==> config.mk <==
export PLATFORM = sky130hd
export DESIGN_NAME = chnarrow_flat
export DESIGN_NICKNAME = d
export VERILOG_FILES = /design/src/rtl/chnarrow_pkg.sv /design/src/rtl/chnarrow_if.sv /design/src/rtl/chnarrow_fifo.sv /design/src/rtl/chnarrow.sv /design/src/flat_wrapper.sv
export SDC_FILE = /design/constraint.sdc
export NUM_CORES = 1
export LEC_CHECK = 0
export ABC_AREA = 1
export BUFFER_PORTS_ARGS = -buffer_cell sky130_fd_sc_hd__buf_4
export CAP_MARGIN = 20
export CORE_MARGIN = 5
export CORE_UTILIZATION = 32
export DETAILED_ROUTE_END_ITERATION = 8
export PLACE_DENSITY = 0.5
export SETUP_SLACK_MARGIN = 0.15
export SLEW_MARGIN = 20
export SYNTH_ARGS = -nofsm -noshare
export SYNTH_HDL_FRONTEND = slang
export SYNTH_HIERARCHICAL = 1
export SYNTH_SLANG_ARGS = --single-unit
export TNS_END_PERCENT = 30
==> constraint.sdc <==
create_clock -name clk -period 3.05 [get_ports clk]
set_clock_uncertainty 0.2 [all_clocks]
set_input_delay 0.1525 -clock clk [delete_from_list [all_inputs] [get_ports clk]]
set_output_delay 0.1525 -clock clk [all_outputs]
set_load 0.05 [all_outputs]
==> src/rtl/chnarrow_pkg.sv <==
// chnarrow_pkg: shared types and arithmetic helpers for the channel narrowing stage.
// The helpers take the output width as an argument so that one package serves
// every parameterisation of the top.
package chnarrow_pkg;

    // Per-beat conversion mode.
    typedef enum logic {
        WRAP = 1'b0,
        SAT  = 1'b1
    } mode_e;

    // Most negative value representable in a signed w-bit field.
    function automatic int out_min(input int w);
        return -(32'sd1 <<< (w - 32'sd1));
    endfunction

    // Most positive value representable in a signed w-bit field.
    function automatic int out_max(input int w);
        return (32'sd1 <<< (w - 32'sd1)) - 32'sd1;
    endfunction

    // True when v cannot be represented in a signed w-bit field.
    function automatic logic is_ovf(input int v, input int w);
        return (v < out_min(w)) || (v > out_max(w));
    endfunction

    // Narrow v to a signed w-bit value, returned sign-extended to 32 bits.
    // Saturation clamps to the representable range; wrap keeps the low w bits
    // and reinterprets them as signed (shift up, then arithmetic shift down).
    function automatic int narrow(input int v, input bit sat, input int w);
        int sh;
        int r;
        sh = 32'sd32 - w;
        if (sat) begin
            if (v > out_max(w)) begin
                r = out_max(w);
            end else if (v < out_min(w)) begin
                r = out_min(w);
            end else begin
                r = v;
            end
        end else begin
            r = (v <<< sh) >>> sh;
        end
        return r;
    endfunction

endpackage

==> src/rtl/chnarrow_if.sv <==
// chnarrow_if: input beat and output entry handshakes of the narrowing stage.
// The master side is the producer/consumer environment, the slave side the block.
interface chnarrow_if #(
    parameter int NCH   = 4,
    parameter int OUT_W = 8
);
    logic                      in_vld;
    logic                      in_rdy;
    int                        in_dat [0:NCH-1];
    logic                      sat;
    logic                      out_vld;
    logic                      out_rdy;
    logic [0:NCH-1][OUT_W-1:0] out_dat;

    modport master (
        output in_vld,
        output in_dat,
        output sat,
        output out_rdy,
        input  in_rdy,
        input  out_vld,
        input  out_dat
    );

    modport slave (
        input  in_vld,
        input  in_dat,
        input  sat,
        input  out_rdy,
        output in_rdy,
        output out_vld,
        output out_dat
    );
endinterface

==> src/rtl/chnarrow_fifo.sv <==
// chnarrow_fifo: DEPTH-entry FIFO of W-bit words with a registered head.
// Pointers wrap at DEPTH, so any depth >= 2 works. The head register always
// holds the entry the read pointer will address after the current edge, with
// a bypass of the write data when that entry is being written in the same cycle.
module chnarrow_fifo #(
    parameter  int DEPTH = 4,
    parameter  int W     = 32,
    localparam int LW    = $clog2(DEPTH + 1)
) (
    input  logic          clk,
    input  logic          rst_n,
    input  logic          push,
    input  logic [W-1:0]  wdata,
    input  logic          pop,
    output logic [W-1:0]  rdata,
    output logic          rvld,
    output logic          full,
    output logic [LW-1:0] level
);
    localparam int            PW       = $clog2(DEPTH);
    localparam logic [PW-1:0] LAST     = PW'(DEPTH - 1);
    localparam logic [LW-1:0] FULL_LVL = LW'(DEPTH);
    localparam logic [LW-1:0] ONE_LVL  = LW'(1);

    logic [W-1:0]  mem_r [0:DEPTH-1];
    logic [PW-1:0] wptr_r;
    logic [PW-1:0] rptr_r;
    logic [LW-1:0] level_r;
    logic [W-1:0]  head_r;

    logic          do_push_s;
    logic          do_pop_s;
    logic          full_s;
    logic          rvld_s;
    logic [PW-1:0] wptr_nxt_s;
    logic [PW-1:0] rptr_nxt_s;
    logic [LW-1:0] level_nxt_s;
    logic [W-1:0]  head_nxt_s;

    // Pointer increment with wrap at DEPTH-1 rather than at a power of two.
    function automatic logic [PW-1:0] ptr_inc(input logic [PW-1:0] p);
        logic [PW-1:0] r;
        if (p == LAST) begin
            r = {PW{1'b0}};
        end else begin
            r = p + PW'(1);
        end
        return r;
    endfunction

    assign full_s = (level_r == FULL_LVL);
    assign rvld_s = (level_r != {LW{1'b0}});

    // Next-state of pointers, occupancy and head; a full FIFO never accepts a
    // write, even when an entry leaves in the same cycle.
    always_comb begin
        do_push_s  = push && !full_s;
        do_pop_s   = pop && rvld_s;
        wptr_nxt_s = do_push_s ? ptr_inc(wptr_r) : wptr_r;
        rptr_nxt_s = do_pop_s  ? ptr_inc(rptr_r) : rptr_r;

        if (do_push_s && (wptr_r == rptr_nxt_s)) begin
            head_nxt_s = wdata;
        end else begin
            head_nxt_s = mem_r[rptr_nxt_s];
        end

        case ({do_push_s, do_pop_s})
            2'b10:   level_nxt_s = level_r + ONE_LVL;
            2'b01:   level_nxt_s = level_r - ONE_LVL;
            default: level_nxt_s = level_r;
        endcase
    end

    // Storage, pointers, occupancy and head register; reset discards all entries.
    always_ff @(posedge clk or negedge rst_n) begin
        if (!rst_n) begin
            for (int i = 0; i < DEPTH; i++) begin
                mem_r[i] <= {W{1'b0}};
            end
            wptr_r  <= {PW{1'b0}};
            rptr_r  <= {PW{1'b0}};
            level_r <= {LW{1'b0}};
            head_r  <= {W{1'b0}};
        end else begin
            if (do_push_s) begin
                mem_r[wptr_r] <= wdata;
            end
            wptr_r  <= wptr_nxt_s;
            rptr_r  <= rptr_nxt_s;
            level_r <= level_nxt_s;
            head_r  <= head_nxt_s;
        end
    end

    assign rdata = head_r;
    assign rvld  = rvld_s;
    assign full  = full_s;
    assign level = level_r;

endmodule

==> src/rtl/chnarrow.sv <==
// chnarrow: multi-channel narrowing stage. Each accepted beat of NCH signed
// 32-bit values is narrowed to OUT_W bits (wrap or saturate, chosen per beat),
// queued in a DEPTH-entry FIFO, and counted into saturating per-channel
// overflow counters at the accept edge.
module chnarrow
    import chnarrow_pkg::*;
#(
    parameter int NCH   = 4,
    parameter int OUT_W = 8,
    parameter int DEPTH = 4,
    parameter int CNT_W = 8
) (
    input  logic                          clk,
    input  logic                          rst_n,
    chnarrow_if.slave                     bus,
    input  logic                          clr,
    output logic [0:NCH-1][CNT_W-1:0]     ovf_cnt,
    output logic [$clog2(DEPTH+1)-1:0]    level
);
    localparam int               W       = NCH * OUT_W;
    localparam logic [CNT_W-1:0] CNT_MAX = {CNT_W{1'b1}};
    localparam logic [CNT_W-1:0] CNT_ONE = CNT_W'(1);

    mode_e                     mode_s;
    logic [0:NCH-1][OUT_W-1:0] conv_s;
    logic [0:NCH-1]            ovf_s;
    logic                      push_s;
    logic                      pop_s;
    logic                      full_s;
    logic                      vld_s;
    logic [W-1:0]              head_s;
    logic [0:NCH-1][CNT_W-1:0] cnt_r;

    assign mode_s = bus.sat ? SAT : WRAP;

    // Narrow every channel of the offered beat and flag out-of-range values.
    always_comb begin
        conv_s = {W{1'b0}};
        ovf_s  = {NCH{1'b0}};
        for (int i = 0; i < NCH; i++) begin
            conv_s[i] = OUT_W'(narrow(bus.in_dat[i], mode_s == SAT, OUT_W));
            ovf_s[i]  = is_ovf(bus.in_dat[i], OUT_W);
        end
    end

    // Ready depends only on the registered occupancy, never on out_rdy.
    assign push_s     = bus.in_vld && !full_s;
    assign pop_s      = bus.out_rdy && vld_s;
    assign bus.in_rdy = !full_s;

    chnarrow_fifo #(
        .DEPTH (DEPTH),
        .W     (W)
    ) u_fifo (
        .clk   (clk),
        .rst_n (rst_n),
        .push  (push_s),
        .wdata (conv_s),
        .pop   (pop_s),
        .rdata (head_s),
        .rvld  (vld_s),
        .full  (full_s),
        .level (level)
    );

    assign bus.out_vld = vld_s;
    assign bus.out_dat = head_s;

    // Per-channel overflow counters: clear wins, increments stick at all-ones.
    always_ff @(posedge clk or negedge rst_n) begin
        if (!rst_n) begin
            cnt_r <= {(NCH * CNT_W){1'b0}};
        end else begin
            for (int i = 0; i < NCH; i++) begin
                if (clr) begin
                    cnt_r[i] <= {CNT_W{1'b0}};
                end else if (push_s && ovf_s[i] && (cnt_r[i] != CNT_MAX)) begin
                    cnt_r[i] <= cnt_r[i] + CNT_ONE;
                end else begin
                    cnt_r[i] <= cnt_r[i];
                end
            end
        end
    end

    assign ovf_cnt = cnt_r;

endmodule

==> src/flat_wrapper.sv <==
// flat-port wrapper written by rule: the top's interface ports become plain ports
module chnarrow_flat import chnarrow_pkg::*;
#(
    parameter int NCH   = 4,
    parameter int OUT_W = 8,
    parameter int DEPTH = 4,
    parameter int CNT_W = 8
)
  (clk, rst_n, clr, ovf_cnt, level, bus_in_vld, bus_in_dat, bus_sat, bus_out_rdy, bus_in_rdy, bus_out_vld, bus_out_dat);
  chnarrow_if #(.NCH(NCH), .OUT_W(OUT_W)) bus_i ();
  input  logic clk;
  input  logic rst_n;
  input  logic clr;
  output logic [0:NCH-1][CNT_W-1:0] ovf_cnt;
  output logic [$clog2(DEPTH+1)-1:0] level;
  input wire logic [$bits(bus_i.in_vld)-1:0] bus_in_vld;
  input wire logic [$bits(bus_i.in_dat)-1:0] bus_in_dat;
  input wire logic [$bits(bus_i.sat)-1:0] bus_sat;
  input wire logic [$bits(bus_i.out_rdy)-1:0] bus_out_rdy;
  output wire logic [$bits(bus_i.in_rdy)-1:0] bus_in_rdy;
  output wire logic [$bits(bus_i.out_vld)-1:0] bus_out_vld;
  output wire logic [$bits(bus_i.out_dat)-1:0] bus_out_dat;
  assign bus_i.in_vld = bus_in_vld;
  assign bus_i.in_dat = {>>{bus_in_dat}};
  assign bus_i.sat = bus_sat;
  assign bus_i.out_rdy = bus_out_rdy;
  assign bus_in_rdy = bus_i.in_rdy;
  assign bus_out_vld = bus_i.out_vld;
  assign bus_out_dat = bus_i.out_dat;
  chnarrow #(.NCH(NCH), .OUT_W(OUT_W), .DEPTH(DEPTH), .CNT_W(CNT_W)) u_core (.clk(clk), .rst_n(rst_n), .bus(bus_i), .clr(clr), .ovf_cnt(ovf_cnt), .level(level));
endmodule
==> results.txt, run 1 <==
The flow ran to the end, and the final reports show no timing, DRC or antenna violations. After detailed placement, the total cell area comes to 13,100 sq um. By startpoint and endpoint, the worst setup path is classified as flop to flop. The run gives 0.00737 ns as the worst hold slack after final layout. The internal power of the cells totals 0.00699 W. Clock latency on the worst-skew pair, taken at its later pin, is 0.44 ns. After synthesis, the netlist uses 36 different library cells.

The via count of the first global-routing pass was 10.4k; the average footprint of a synthesized cell was 7.17 sq um. In the routed design, unresolved DRC markers number 0. In this run switching power makes up 47.5% of total power. The register bit count reported by yosys was 199. The effective utilization at floorplan came out at 32.3%. The logs give 0.00632 W for the net switching power and 34.1% for the headroom to the max-slew limit.

For the pin with the worst max-slew slack, the measured transition is 0.987 ns. After filler insertion, the fill cell instance count of the layout stands at 3,641. Setup violations remaining at the end of the flow were counted as 0.

The die covers 38,500 sq um. The diode insertion count for antenna repair is 0, and the worst endpoint required time is 3.23 ns. For the number of warnings issued by yosys, the log shows 6. For the maximum buffer depth of the clock tree, the log shows 2. The tools report the data arrival time at the worst-slack endpoint as 2.63 ns. In this run, CTS created clock tree buffers numbering 17. The combinational power share is 51.0%.

The number of I/O port buffers is 202, and the post-synthesis instance area is 11,100 sq um. Dividing total power by cell area gives a power density of 948 nW/um^2. Clock-pin slew was measured on the worst setup and hold paths at 0.08 ns. From synthesis to final layout, the design area changed by 26.6%.

Count of final max-slew check failures: 0. Setup repair after global routing left no endpoint under its margin. The reported max-cap violation count is 0. The run gives 1,902 as the layout net count. The standby leakage power was 7.64 nW.

The final cycle utilization of the critical path is 80.3%, and the starting DRC count in detailed routing is 561. The part of the total power dissipated in the clock network was 16.8%; the count of placed standard cells in the final layout, fillers left out was 2,225. Clock root buffer: sky130_fd_sc_hd__clkbuf_16. The first global-routing pass estimated 55,900 um of wire.

Once detail routing completed, the nets flagged for antenna violations numbered 0. The number of antenna violations at the first check in global routing is 0, and the weighted congestion reported at the end of routability-driven placement is 0.770. In this run the worst hold path is classified as input pin to flop. In this run the number of H-tree levels came out at 4. The ratio of cells with drive above 1 in the final layout is 16.9%. Setup slack closes at 0.600 ns. Registers are responsible for 32.2% of the overall power. The final total negative setup slack was 0 ns; the number of gates resized after CTS was 0. Element type at the critical path end: a flop. In the routed layout, each cell is associated on average with a via count of 4.66. Synthesis produced 1,547 cells.

The worst setup path is launched from a flop. The sequential cells in the finished layout cover a total of 4980 sq um. In the synthesized netlist the dominant register cell turns out to be sky130_fd_sc_hd__dfrtp_1. The pre-antenna-repair detailed-routing pass consisted of 5 iterations. The number of I/O pins is 203, and the global-route usage over all layers is 18.0%.

After detailed routing, the average wire length per cell comes to 15.4 um. Wires add up to 34,200 um. The horizontal extent of the die was 196 um. For the maximum number of pins on one net before global-route repair, the log shows 73.

The total core area was 34,400 sq um. The count of endpoints failing hold in the final timing report is 0. TritonCTS built the clock tree.

Static timing analysis puts the maximum clock frequency at 408 MHz. VDD sags by at most 615 uV. In this run the worst setup path begins at u_core/u_fifo/level[1]$_DFFE_PN0P_. The routed layout has 10.4k vias.

The peak fanout along the critical path was 32; the number of core rows was 68. The worst register-to-register path begins at u_core/u_fifo/level[1]$_DFFE_PN0P_. After routing the design area is 14,000 sq um.

The proportion of synthesized flip-flops having asynchronous set or reset is 100%. The sequential-to-total area share from yosys stat is 44.9%. Prior to clock tree synthesis, the placed netlist has a worst setup slack of 0.594 ns. Clock tree synthesis found a total of 199 sinks. Measured along the y axis, the die boundary spans 196 um.

The startpoint identified for the worst hold timing path is bus_in_dat[95]. The number of nets handed over by synthesis was 1,692. The post-layout minimum cycle time is 2.45 ns, and the total placed cells including tap cells is 2,161. The run gives 4950 sq um as the area of the multi-input gates. The tools report the placed wire-length estimate after detailed placement as 22,600 um.

The run gives 0 as the global-route congestion overflow total. The synthesized design contains 0 enable-type register cells.
==> placed cells by master (no fill, tap or decap), types with 8 or more instances in the layout <==
cell type,netlist,routed
sky130_fd_sc_hd__nand2_1,490,486
sky130_fd_sc_hd__inv_1,229,229
sky130_fd_sc_hd__buf_4,0,217
sky130_fd_sc_hd__nand3_1,204,203
sky130_fd_sc_hd__dfrtp_1,199,199
sky130_fd_sc_hd__o21ai_0,142,142
sky130_fd_sc_hd__nor2_1,83,83
sky130_fd_sc_hd__nand4_1,43,43
sky130_fd_sc_hd__dlygate4sd3_1,0,32
sky130_fd_sc_hd__clkbuf_16,0,17
sky130_fd_sc_hd__xor2_1,17,17
sky130_fd_sc_hd__nand2_4,10,10
sky130_fd_sc_hd__nand2_2,6,10
sky130_fd_sc_hd__ha_1,10,10
sky130_fd_sc_hd__nor3_1,8,8
==> cells in the mapped netlist, drive strengths merged (5+ instances only) <==
library cell | instances | area share, %
nand2 | 506 | 18
inv | 235 | 8.0
nand3 | 208 | 9.6
dfrtp | 199 | 45
o21ai | 144 | 6.6
nor2 | 90 | 3.2
nand4 | 43 | 2.4
clkbuf | 38 | 1.4
buf | 27 | 1.4
xor2 | 17 | 1.3
nor3 | 11 | 0.63
ha | 10 | 1.1
and2 | 5 | 0.28
==> routing by layer <==
layer | wire, um | track usage [%] | part of all wire [%] | vias to the layer above
li1 | - | - | - | 5275
met1 | 16200 | 24.8 | 47 | 4851
met2 | 16200 | 29.8 | 47 | 200
met3 | 1320 | 2.76 | 3.9 | 34
met4 | 461 | 4.73 | 1.3 | 0
met5 | 0 | 0 | 0 | -
==> state kept, by name, indices dropped and copies added (netlist names) <==
name,count
u_core/u_fifo/level,3
u_core/u_fifo/mem_r,128
u_core/u_fifo/rdata,32
u_core/u_fifo/wptr_r,2
u_core/u_fifo/rptr_r,2
u_core/ovf_cnt,32
==> through the flow <==
stage               util, %  power (W)
floorplan                 -    0.00891
global placement       38.2     0.0111
detailed placement     38.2     0.0112
CTS                    40.8     0.0135
global route           40.8     0.0145
finish                 40.8     0.0133
==> cells by family after synthesis <==
kind of cell    after synthesis  synth area share (%)
flops                       199                  44.9
xor+xnor                     20                  1.58
compound gates              150                  7.18
fa+ha+maj                    11                  1.31
buf+inv                     300                  10.7
simple gates                867                  34.4
==> final timing paths <==
check | end | slack (ns) | cells past startpoint
worst max register to register | u_core/u_fifo/rdata[23]$_DFF_PN0_ | 0.60 | 12
worst min-delay path | u_core/ovf_cnt[22]$_DFFE_PN0P_ | 0.007 | 5
worst max-delay path | u_core/u_fifo/rdata[23]$_DFF_PN0_ | 0.60 | 12
min in group asynchronous | u_core/u_fifo/rdata[14]$_DFF_PN0_ | 0.08 | 2
max in group asynchronous | u_core/u_fifo/mem_r[80]$_DFFE_PN0P_ | 1.67 | 3
worst min register to register | u_core/u_fifo/mem_r[35]$_DFFE_PN0P_ | 0.28 | 2
==> final cells by class <==
type	count	share of cell area (%)
sequential	199	35.5
multi-input combinational	1048	35.3
timing repair buffer	256	14.8
inverter	235	6.28
tap	455	4.05
clock buffer	19	3.15
clock inverter	13	0.953
==> worst max-delay path, stage by stage, from the launching register on <==
cell and delay [ns]:
sky130_fd_sc_hd__dfrtp_1 0.41, sky130_fd_sc_hd__nor2_2 0.15, sky130_fd_sc_hd__nand2_2 0.13, sky130_fd_sc_hd__nand2_1 0.09
sky130_fd_sc_hd__inv_1 0.10, sky130_fd_sc_hd__nand2_4 0.15, sky130_fd_sc_hd__nand2_2 0.16, sky130_fd_sc_hd__nand3_1 0.11
sky130_fd_sc_hd__nand2_1 0.09, sky130_fd_sc_hd__nor2_4 0.10, sky130_fd_sc_hd__buf_4 0.42, sky130_fd_sc_hd__nand3_1 0.16
sky130_fd_sc_hd__nand2_1 0.10
==> what timing repair did <==
action                                 4_1_cts  5_1_grt
hold buffers                                32        0
endpoints found under the hold margin      166        0
buffers inserted                             0        0
setup endpoints to repair                    0        0
==> power by group through the flow <==
stage,sequential [W],clock (W),combinational [W]
2_1_floorplan,0.00502,0,0.00389
3_3_place_gp,0.00433,0,0.00675
3_5_place_dp,0.00432,0,0.00683
4_1_cts,0.00429,0.00232,0.00688
5_1_grt,0.00442,0.00242,0.00768
6_report,0.00428,0.00224,0.00679
No activity file was read; power rests on OpenSTA's default activity.
==> run 2: changes to the inputs <==
--- a/config.mk
+++ b/config.mk
@@ -11,7 +11,7 @@
 export CORE_MARGIN = 5
 export CORE_UTILIZATION = 32
 export DETAILED_ROUTE_END_ITERATION = 8
-export PLACE_DENSITY = 0.5
+export PLACE_DENSITY = 0.52
 export SETUP_SLACK_MARGIN = 0.15
 export SLEW_MARGIN = 20
 export SYNTH_ARGS = -nofsm -noshare
==> constraint.sdc (replaced) <==
create_clock -name clk -period 2 [get_ports clk]
set_clock_uncertainty 0.2 [all_clocks]
set_input_delay 0.1 -clock clk [delete_from_list [all_inputs] [get_ports clk]]
set_output_delay 0.1 -clock clk [all_outputs]
set_load 0.05 [all_outputs]
==> results.txt, run 2 (same netlist as run 1, synthesis figures left out) <==
The run gives 0 as the remaining design rule violation count. The register with the most flip-flops in the layout has 128 of them. The startpoint class of the critical path was a flop. At the pin with the least slew margin, the transition time is 0.791 ns.

The number of clock buffers added by TritonCTS is 17. The critical path in this run is classified as flop to flop. Across the run, the number of max-cap violations was 0.

The total core area was 34,400 sq um; the final setup violation count was 39. Timing analysis after detailed placement gives a worst setup slack of -0.147 ns. The number of H-tree levels is 4, and the synthesis-to-finish area growth is 52.0%.

The checks that failed: negative setup slack. Setup total negative slack on the finished layout was measured at -4.19 ns. Clock root buffer: sky130_fd_sc_hd__clkbuf_16. TritonCTS built the clock tree.

The tools report the maximum ir drop on the vdd rail as 893 uV. Count of final max-slew check failures: 0. The tools report the number of detailed-routing iterations run before antenna repair as 5.

The commonest non-fill, non-tap cell in the layout is sky130_fd_sc_hd__nand2_1. Summed over all layers, the routed wires come to 39,200 um. In the final routed layout, each cell accounts on average for 16.8 um.

The run finished, with violations left. The worst setup slack after layout is -0.150 ns, and the via count of the first global-routing pass is 11.0k. Summed over all cells, the static leakage comes to 8.79 nW. The final cycle utilization of the critical path came out at 107%. Pin placement for this block handled 203 I/O pins. At the end of routability-driven placement, the weighted congestion stood at 0.767. Register with the highest flop count: u_core/u_fifo/mem_r. Ratio of cells with drive above 1 in the final layout: 31.7%. The number of cells on the worst reg-to-reg path is 14, and the via count normalized by instance count is 4.78.

The number of antenna diodes in the final layout is 0. The power density over cell area is 1560 nW/um^2, and the number of I/O port buffers is 202. The maximum buffer depth of the clock tree came out at 2. The tools report the maximum frequency from static timing analysis as 465 MHz.

In this run the worst hold path is classified as input pin to flop. Entering global routing, the biggest net connects 69 pins. After legalization and detailed placement, the total HPWL measured 23,300 um. The die is 196 um tall.

The logs give 38,500 sq um for the overall die area and 47.1% for the headroom to the max-slew limit. Data arrives at the worst endpoint at 2.28 ns. Setup repair after global routing could not meet its margin everywhere.

The number of antenna violations at the first check in global routing was 0; the effective utilization at floorplan was 32.3%. The post-layout minimum cycle time came out at 2.15 ns. Along the worst hold path, the cell count comes to 6.

The tools report the remaining number of nets flagged by the antenna check after routing as 0. The number of core rows came out at 68. The die is 196 um wide. Across every metal layer, demand over resource in global routing totals 19.6%. In the layout the commonest cells are sky130_fd_sc_hd__nand2_1 (363), sky130_fd_sc_hd__buf_4 (238), sky130_fd_sc_hd__inv_1 (224).

The logs give 0 for the count of endpoints failing hold in the final timing report and 60,000 um for the global-route wire length before repair. The element type at the critical path end was a flop. Clock latency on the worst-skew pair, taken at its later pin, is 0.44 ns. After layout, the design draws a total of 0.0264 W. For the total via count after detailed routing, the log shows 11.2k. The run gives 199 as the TritonCTS sink count. Cells fill 49.0% of the core in the end. Clock-pin slew was measured on the worst setup and hold paths at 0.07 ns. STA puts the critical path data required time at 2.13 ns.

The tools report the global-route congestion overflow total as 0. The detailed router finished its first iteration with 831 violations. The layout net count was 2,014; the peak fanout along the critical path was 8.
[run 2: layer usage]
metal	share of wire [%]	vias to the layer above	GRT usage, %
li1	-	5539	-
met1	44	5314	26.2
met2	49	286	32.8
met3	5.5	43	3.38
met4	2.0	0	5.48
met5	0	-	0
[run 2: cell type report]
cell class / count / area, sq um
repair buffers: 367 / 3970
multi-input cells: 1049 / 5840
inverters: 235 / 897
flip-flops and latches: 199 / 4980
fillers: 3379 / 17500
clock inverters: 14 / 163
well taps: 455 / 569
clock buffers: 18 / 429
[run 2: worst paths after layout]
path / to / startpoint / slack, ns
worst max-delay path: u_core/u_fifo/rdata[4]$_DFF_PN0_ / u_core/u_fifo/level[0]$_DFFE_PN0P_ / -0.15
worst min-delay path: u_core/ovf_cnt[29]$_DFFE_PN0P_ / bus_in_dat[127] / 0.03
worst max register to register: u_core/u_fifo/rdata[4]$_DFF_PN0_ / u_core/u_fifo/level[0]$_DFFE_PN0P_ / -0.15
worst min register to register: u_core/u_fifo/mem_r[17]$_DFFE_PN0P_ / u_core/u_fifo/mem_r[17]$_DFFE_PN0P_ / 0.29
max in group asynchronous: u_core/u_fifo/wptr_r[0]$_DFFE_PN0P_ / rst_n / 0.36
min in group asynchronous: u_core/u_fifo/mem_r[12]$_DFFE_PN0P_ / rst_n / 0.05
[run 2: power breakdown]
group | switching, W | internal (W) | leakage, nW | total (W)
combinational | 0.00917 | 0.00684 | 5.97 | 0.0160
clock | 0.00171 | 0.00189 | 0.287 | 0.00360
sequential | 0.00106 | 0.00569 | 2.53 | 0.00675
total | 0.0119 | 0.0144 | 8.79 | 0.0264
[run 2: per-stage QoR]
stage / std cells / area [sq um] / hold slack (ns)
after floorplan: 1547 / 11300 / -0.396
after global placement: 2205 / 13800 / -0.215
after detailed placement: 2205 / 13800 / -0.213
after CTS: 2316 / 16000 / 0.0212
after global routing: 2337 / 16900 / 0.0582
final: 2337 / 16900 / 0.0296
[run 2: timing repair]
item	in CTS	in global routing
setup endpoints to repair	166	195
endpoints found under the hold margin	365	0
hold buffers	38	0
gates cloned	23	8
pin swaps	9	22
setup buffers	18	13
resized for setup	136	258
[run 2: critical path, cell delays in order, from the launching register on]
cell,delay (ns)
sky130_fd_sc_hd__dfrtp_2,0.42
sky130_fd_sc_hd__nor2_4,0.13
sky130_fd_sc_hd__buf_6,0.11
sky130_fd_sc_hd__nand2_4,0.06
sky130_fd_sc_hd__buf_12,0.14
sky130_fd_sc_hd__buf_4,0.13
sky130_fd_sc_hd__nand3_4,0.08
sky130_fd_sc_hd__nand2_4,0.07
sky130_fd_sc_hd__nor2_4,0.10
sky130_fd_sc_hd__nor2_4,0.06
sky130_fd_sc_hd__buf_12,0.13
sky130_fd_sc_hd__buf_6,0.12
sky130_fd_sc_hd__clkbuf_16,0.17
sky130_fd_sc_hd__nand3_1,0.07
sky130_fd_sc_hd__nand2_1,0.06
==> run 3: changes to the inputs <==
--- a/config.mk
+++ b/config.mk
@@ -5,7 +5,6 @@
 export SDC_FILE = /design/constraint.sdc
 export NUM_CORES = 1
 export LEC_CHECK = 0
-export ABC_AREA = 1
 export BUFFER_PORTS_ARGS = -buffer_cell sky130_fd_sc_hd__buf_4
 export CAP_MARGIN = 20
 export CORE_MARGIN = 5
==> constraint.sdc (replaced) <==
create_clock -name clk -period 2 [get_ports clk]
set_clock_uncertainty 0.2 [all_clocks]
set_input_delay 0.1 -clock clk [delete_from_list [all_inputs] [get_ports clk]]
set_output_delay 0.1 -clock clk [all_outputs]
set_load 0.02 [all_outputs]
==> results.txt, run 3 <==
Yosys printed 6 warnings. Summing all placed instances gives a cell area of 12,900 sq um. The largest total area in the synthesized netlist belongs to sky130_fd_sc_hd__dfrtp_1.

The worst hold slack after final layout is -0.00404 ns, and the die boundary height is 186 um. The tools report the element type at the critical path end as a flop. For the worst-skew pair, the clock arrives at the later sink with an insertion delay of 0.43 ns.

The final reports fail on negative hold slack, negative setup slack. The tools report the sequential share of power as 30.1%. The tree is rooted in a sky130_fd_sc_hd__clkbuf_16. The finished layout holds 1,627 standard cells, fillers aside. Sorting the synthesized cells by how often they occur yields sky130_fd_sc_hd__dfrtp_1 (199), sky130_fd_sc_hd__mux2_2 (160), sky130_fd_sc_hd__nand2_1 (115). In the final design database the tool counted 1,363 nets. Counting distinct cell types in the post-synthesis netlist gives 49.

In the synthesized netlist the async set-or-reset flop fraction comes to 100%. The tools report the total via count after detailed routing as 8,419. The average footprint of a synthesized cell was 11.0 sq um. Summing all non-filler instances in the final layout gives an area of 14,700 sq um. The run gives 19 as the count of endpoints failing hold in the final timing report. The number of I/O port buffers was 202; the global-route congestion overflow total was 0.

Setup repair after global routing could not meet its margin everywhere. The number of antenna violations at the first check in global routing is 1. The total placed cells including tap cells is 1,568, and the TritonCTS buffer count is 17. STA puts the critical path data arrival time at 2.80 ns. The startpoint class of the critical path is a flop. Commonest register cell after synthesis: sky130_fd_sc_hd__dfrtp_1.

Dividing the final minimum period by the clock period gives 134%. The overall die area is 34,700 sq um. Reported max-cap violation count: 0. TritonCTS built the clock tree.

The number of detailed-routing iterations run before antenna repair was 5; the post-layout minimum cycle time was 2.68 ns. The power density over cell area works out to 1550 nW/um^2. The worst setup slack after layout was -0.676 ns. The tools report the number of I/O pins as 203. The run finished, with violations left. The count of nets left with antenna violations once routing finished came out at 0. The ratio of cells with drive above 1 in the final layout was 47.1%.

The synthesis-to-finish area growth came out at 48.1%. Yosys attributes the largest share of cell area to sky130_fd_sc_hd__dfrtp_1 (50%), sky130_fd_sc_hd__mux2_2 (18%), sky130_fd_sc_hd__nand2_1 (4.3%). Based on the critical path, the design can be clocked at up to 374 MHz. The share of Yosys cell area claimed by the top area cell type works out to 50.1%. The HPWL after detailed placement is 20,100 um. Across the VDD grid, the largest voltage drop is 789 uV. In this run the power spent charging and discharging nets is 0.00817 W. After detailed routing, the number of remaining DRC violations is 0. The clock slew seen by the registers of the worst setup and hold paths is 0.08 ns. For this design the static power due to leakage is 6.99 nW.

The run gives 64 as the number of core rows. Leaving out fill and tap cells, the most frequent cell in the layout is sky130_fd_sc_hd__buf_4. Setup violations remaining at the end of the flow were counted as 124.

The final layout contains routed wiring with a total length of 30,800 um. The run gives 46,200 um as the global-route wire length before repair. The headroom to the max-slew limit was 47.3%.

For this run, the share of the core covered by cells in the final layout is 48.0%. For this configuration, the core starts out at a cell density of 32.4%. For the TritonCTS sink count, the log shows 199. For the worst setup path, the data required time is 2.13 ns. Net switching is 35.8% of the power.

The maximum buffer depth of the clock tree is 2. In this run the number of H-tree levels came out at 4. The combinational power share came out at 54.2%. For the starting DRC count in detailed routing, the log shows 428. The tools report the post-place setup slack as -0.703 ns.

The tools report the maximum number of pins on one net before global-route repair as 45. In the layout the commonest cells are sky130_fd_sc_hd__buf_4 (290), sky130_fd_sc_hd__dfrtp_1 (196), sky130_fd_sc_hd__mux2_4 (155). The flip-flop count of the largest register after layout came out at 128.

The horizontal extent of the die was 186 um; the post-synthesis instance area was 9950 sq um. The critical setup path kind is flop to flop. Counting flops per register, the top entry is u_core/u_fifo/mem_r. The region available for standard cell placement spans 30,700 sq um. In the final routed layout, each cell accounts on average for 19.0 um. For the pin with the worst max-slew slack, the measured transition is 0.790 ns.

Total of fill cells in the finished design: 2,844. The post-synthesis net count is 1,051. The number of antenna diodes in the final layout is 0. Routability-driven placement finished with a final weighted congestion of 0.814. Along the worst path, the maximum fanout reaches 8. After detailed routing, the number of vias per cell comes to 5.17. The min-delay analysis places its worst path in the category input pin to asynchronous set/reset pin.

Synthesis handed over a netlist of 906 instances. The register bit count reported by yosys is 199, and the number of synthesized flops with an enable pin is 0. Across every metal layer, demand over resource in global routing totals 16.9%.

The tools report the count of final max-slew check failures as 0. The most common cell in the synthesized netlist is sky130_fd_sc_hd__dfrtp_1. For the via count of the first global-routing pass, the log shows 8,304. The part of the total power dissipated in the clock network was 15.7%. Sequential elements use 50.1% of the synthesized area. The internal power is 0.0147 W.
[run 3: cell count changes in the layout (fill, tap and decap cells not counted), sizes merged, moves of 12 or more]
cell and change:
a32oi +32, nor4 +27, nor2 -73, dlygate4sd3 -28, nand3 -194, o21ai -96, a21oi +57, inv -189
mux2 +167, nand2 -392, xor2 -15, or3 +15, or4 +12
[run 3: worst paths after layout]
kind | from | endpoint | slack [ns] | cells after the start
max in group asynchronous | rst_n | u_core/u_fifo/level[0]$_DFFE_PN0P_ | 0.51 | 3
min in group clk | bus_in_dat[98] | u_core/u_fifo/mem_r[58]$_DFFE_PN0P_ | 0.01 | 5
worst min-delay path | rst_n | u_core/u_fifo/rdata[5]$_DFF_PN0_ | -0.004 | 2
worst max register to register | u_core/u_fifo/level[2]$_DFFE_PN0P_ | u_core/u_fifo/rdata[24]$_DFF_PN0_ | -0.68 | 9
worst min register to register | u_core/u_fifo/mem_r[13]$_DFFE_PN0P_ | u_core/u_fifo/mem_r[13]$_DFFE_PN0P_ | 0.31 | 1
worst max-delay path | u_core/u_fifo/level[2]$_DFFE_PN0P_ | u_core/u_fifo/rdata[24]$_DFF_PN0_ | -0.68 | 9
[run 3: cells by family (layout without fill, tap and decap cells)]
kind of cell / after synthesis / in the layout / synth area share [%]
fa+ha+maj: 11 / 11 / 1.46
simple gates: 263 / 263 / 13.6
buf+inv: 91 / 416 / 4.14
compound gates: 166 / 166 / 10.7
flops: 199 / 199 / 50.1
xor+xnor: 5 / 5 / 0.440
mux: 171 / 171 / 19.5
[run 3: stage by stage]
step	total power (W)	TNS, ns
finish	0.0229	-25.33
detailed placement	0.0167	-43.56
global route	0.0242	-34.91
floorplan	0.0133	-47.26
global placement	0.0166	-40.26
CTS	0.0219	-26.93
[run 3: metal layers]
metal / share of wire (%) / GRT usage, % / wire (um) / vias to the layer above
li1: - / - / - / 3948
met2: 46 / 28.0 / 14300 / 214
met4: 0.64 / 3.29 / 198 / 2
met5: 0.023 / 0 / 7 / -
met3: 6.2 / 2.64 / 1900 / 15
met1: 47 / 23.7 / 14500 / 4240
[run 3: final cells by class]
| class | count | area [sq um] | share of cell area, % |
|---|---|---|---|
| multi-input combinational | 616 | 5380 | 36.5 |
| sequential | 199 | 4980 | 33.8 |
| timing repair buffer | 341 | 3080 | 20.9 |
| tap | 396 | 495 | 3.36 |
| clock buffer | 17 | 425 | 2.89 |
| clock inverter | 15 | 188 | 1.27 |
| inverter | 43 | 169 | 1.15 |
[run 3: worst max-delay path, cell delays in order, from the launching register on]
cell,delay [ns]
sky130_fd_sc_hd__dfrtp_2,0.41
sky130_fd_sc_hd__or3_4,0.38
sky130_fd_sc_hd__and2_4,0.15
sky130_fd_sc_hd__o31a_4,0.13
sky130_fd_sc_hd__mux2_4,0.35
sky130_fd_sc_hd__xnor2_4,0.14
sky130_fd_sc_hd__nor3_4,0.16
sky130_fd_sc_hd__buf_6,0.18
sky130_fd_sc_hd__buf_16,0.15
sky130_fd_sc_hd__mux2_2,0.33
[run 3: what timing repair did]
item / CTS / global route
pin swaps: 17 / 14
hold endpoints to repair: 254 / 0
gates cloned: 7 / 2
hold buffers: 10 / 0
setup endpoints to repair: 197 / 196
resized for setup: 114 / 83
setup buffers: 4 / 4
[run 3: power by group through the flow]
stage | Clock [W] | Combinational, W | Sequential [W]
finish | 0.00359 | 0.0124 | 0.00688
global placement | 0 | 0.00970 | 0.00686
CTS | 0.00369 | 0.0114 | 0.00684
detailed placement | 0 | 0.00990 | 0.00684
floorplan | 0 | 0.00620 | 0.00712
global route | 0.00384 | 0.0132 | 0.00708
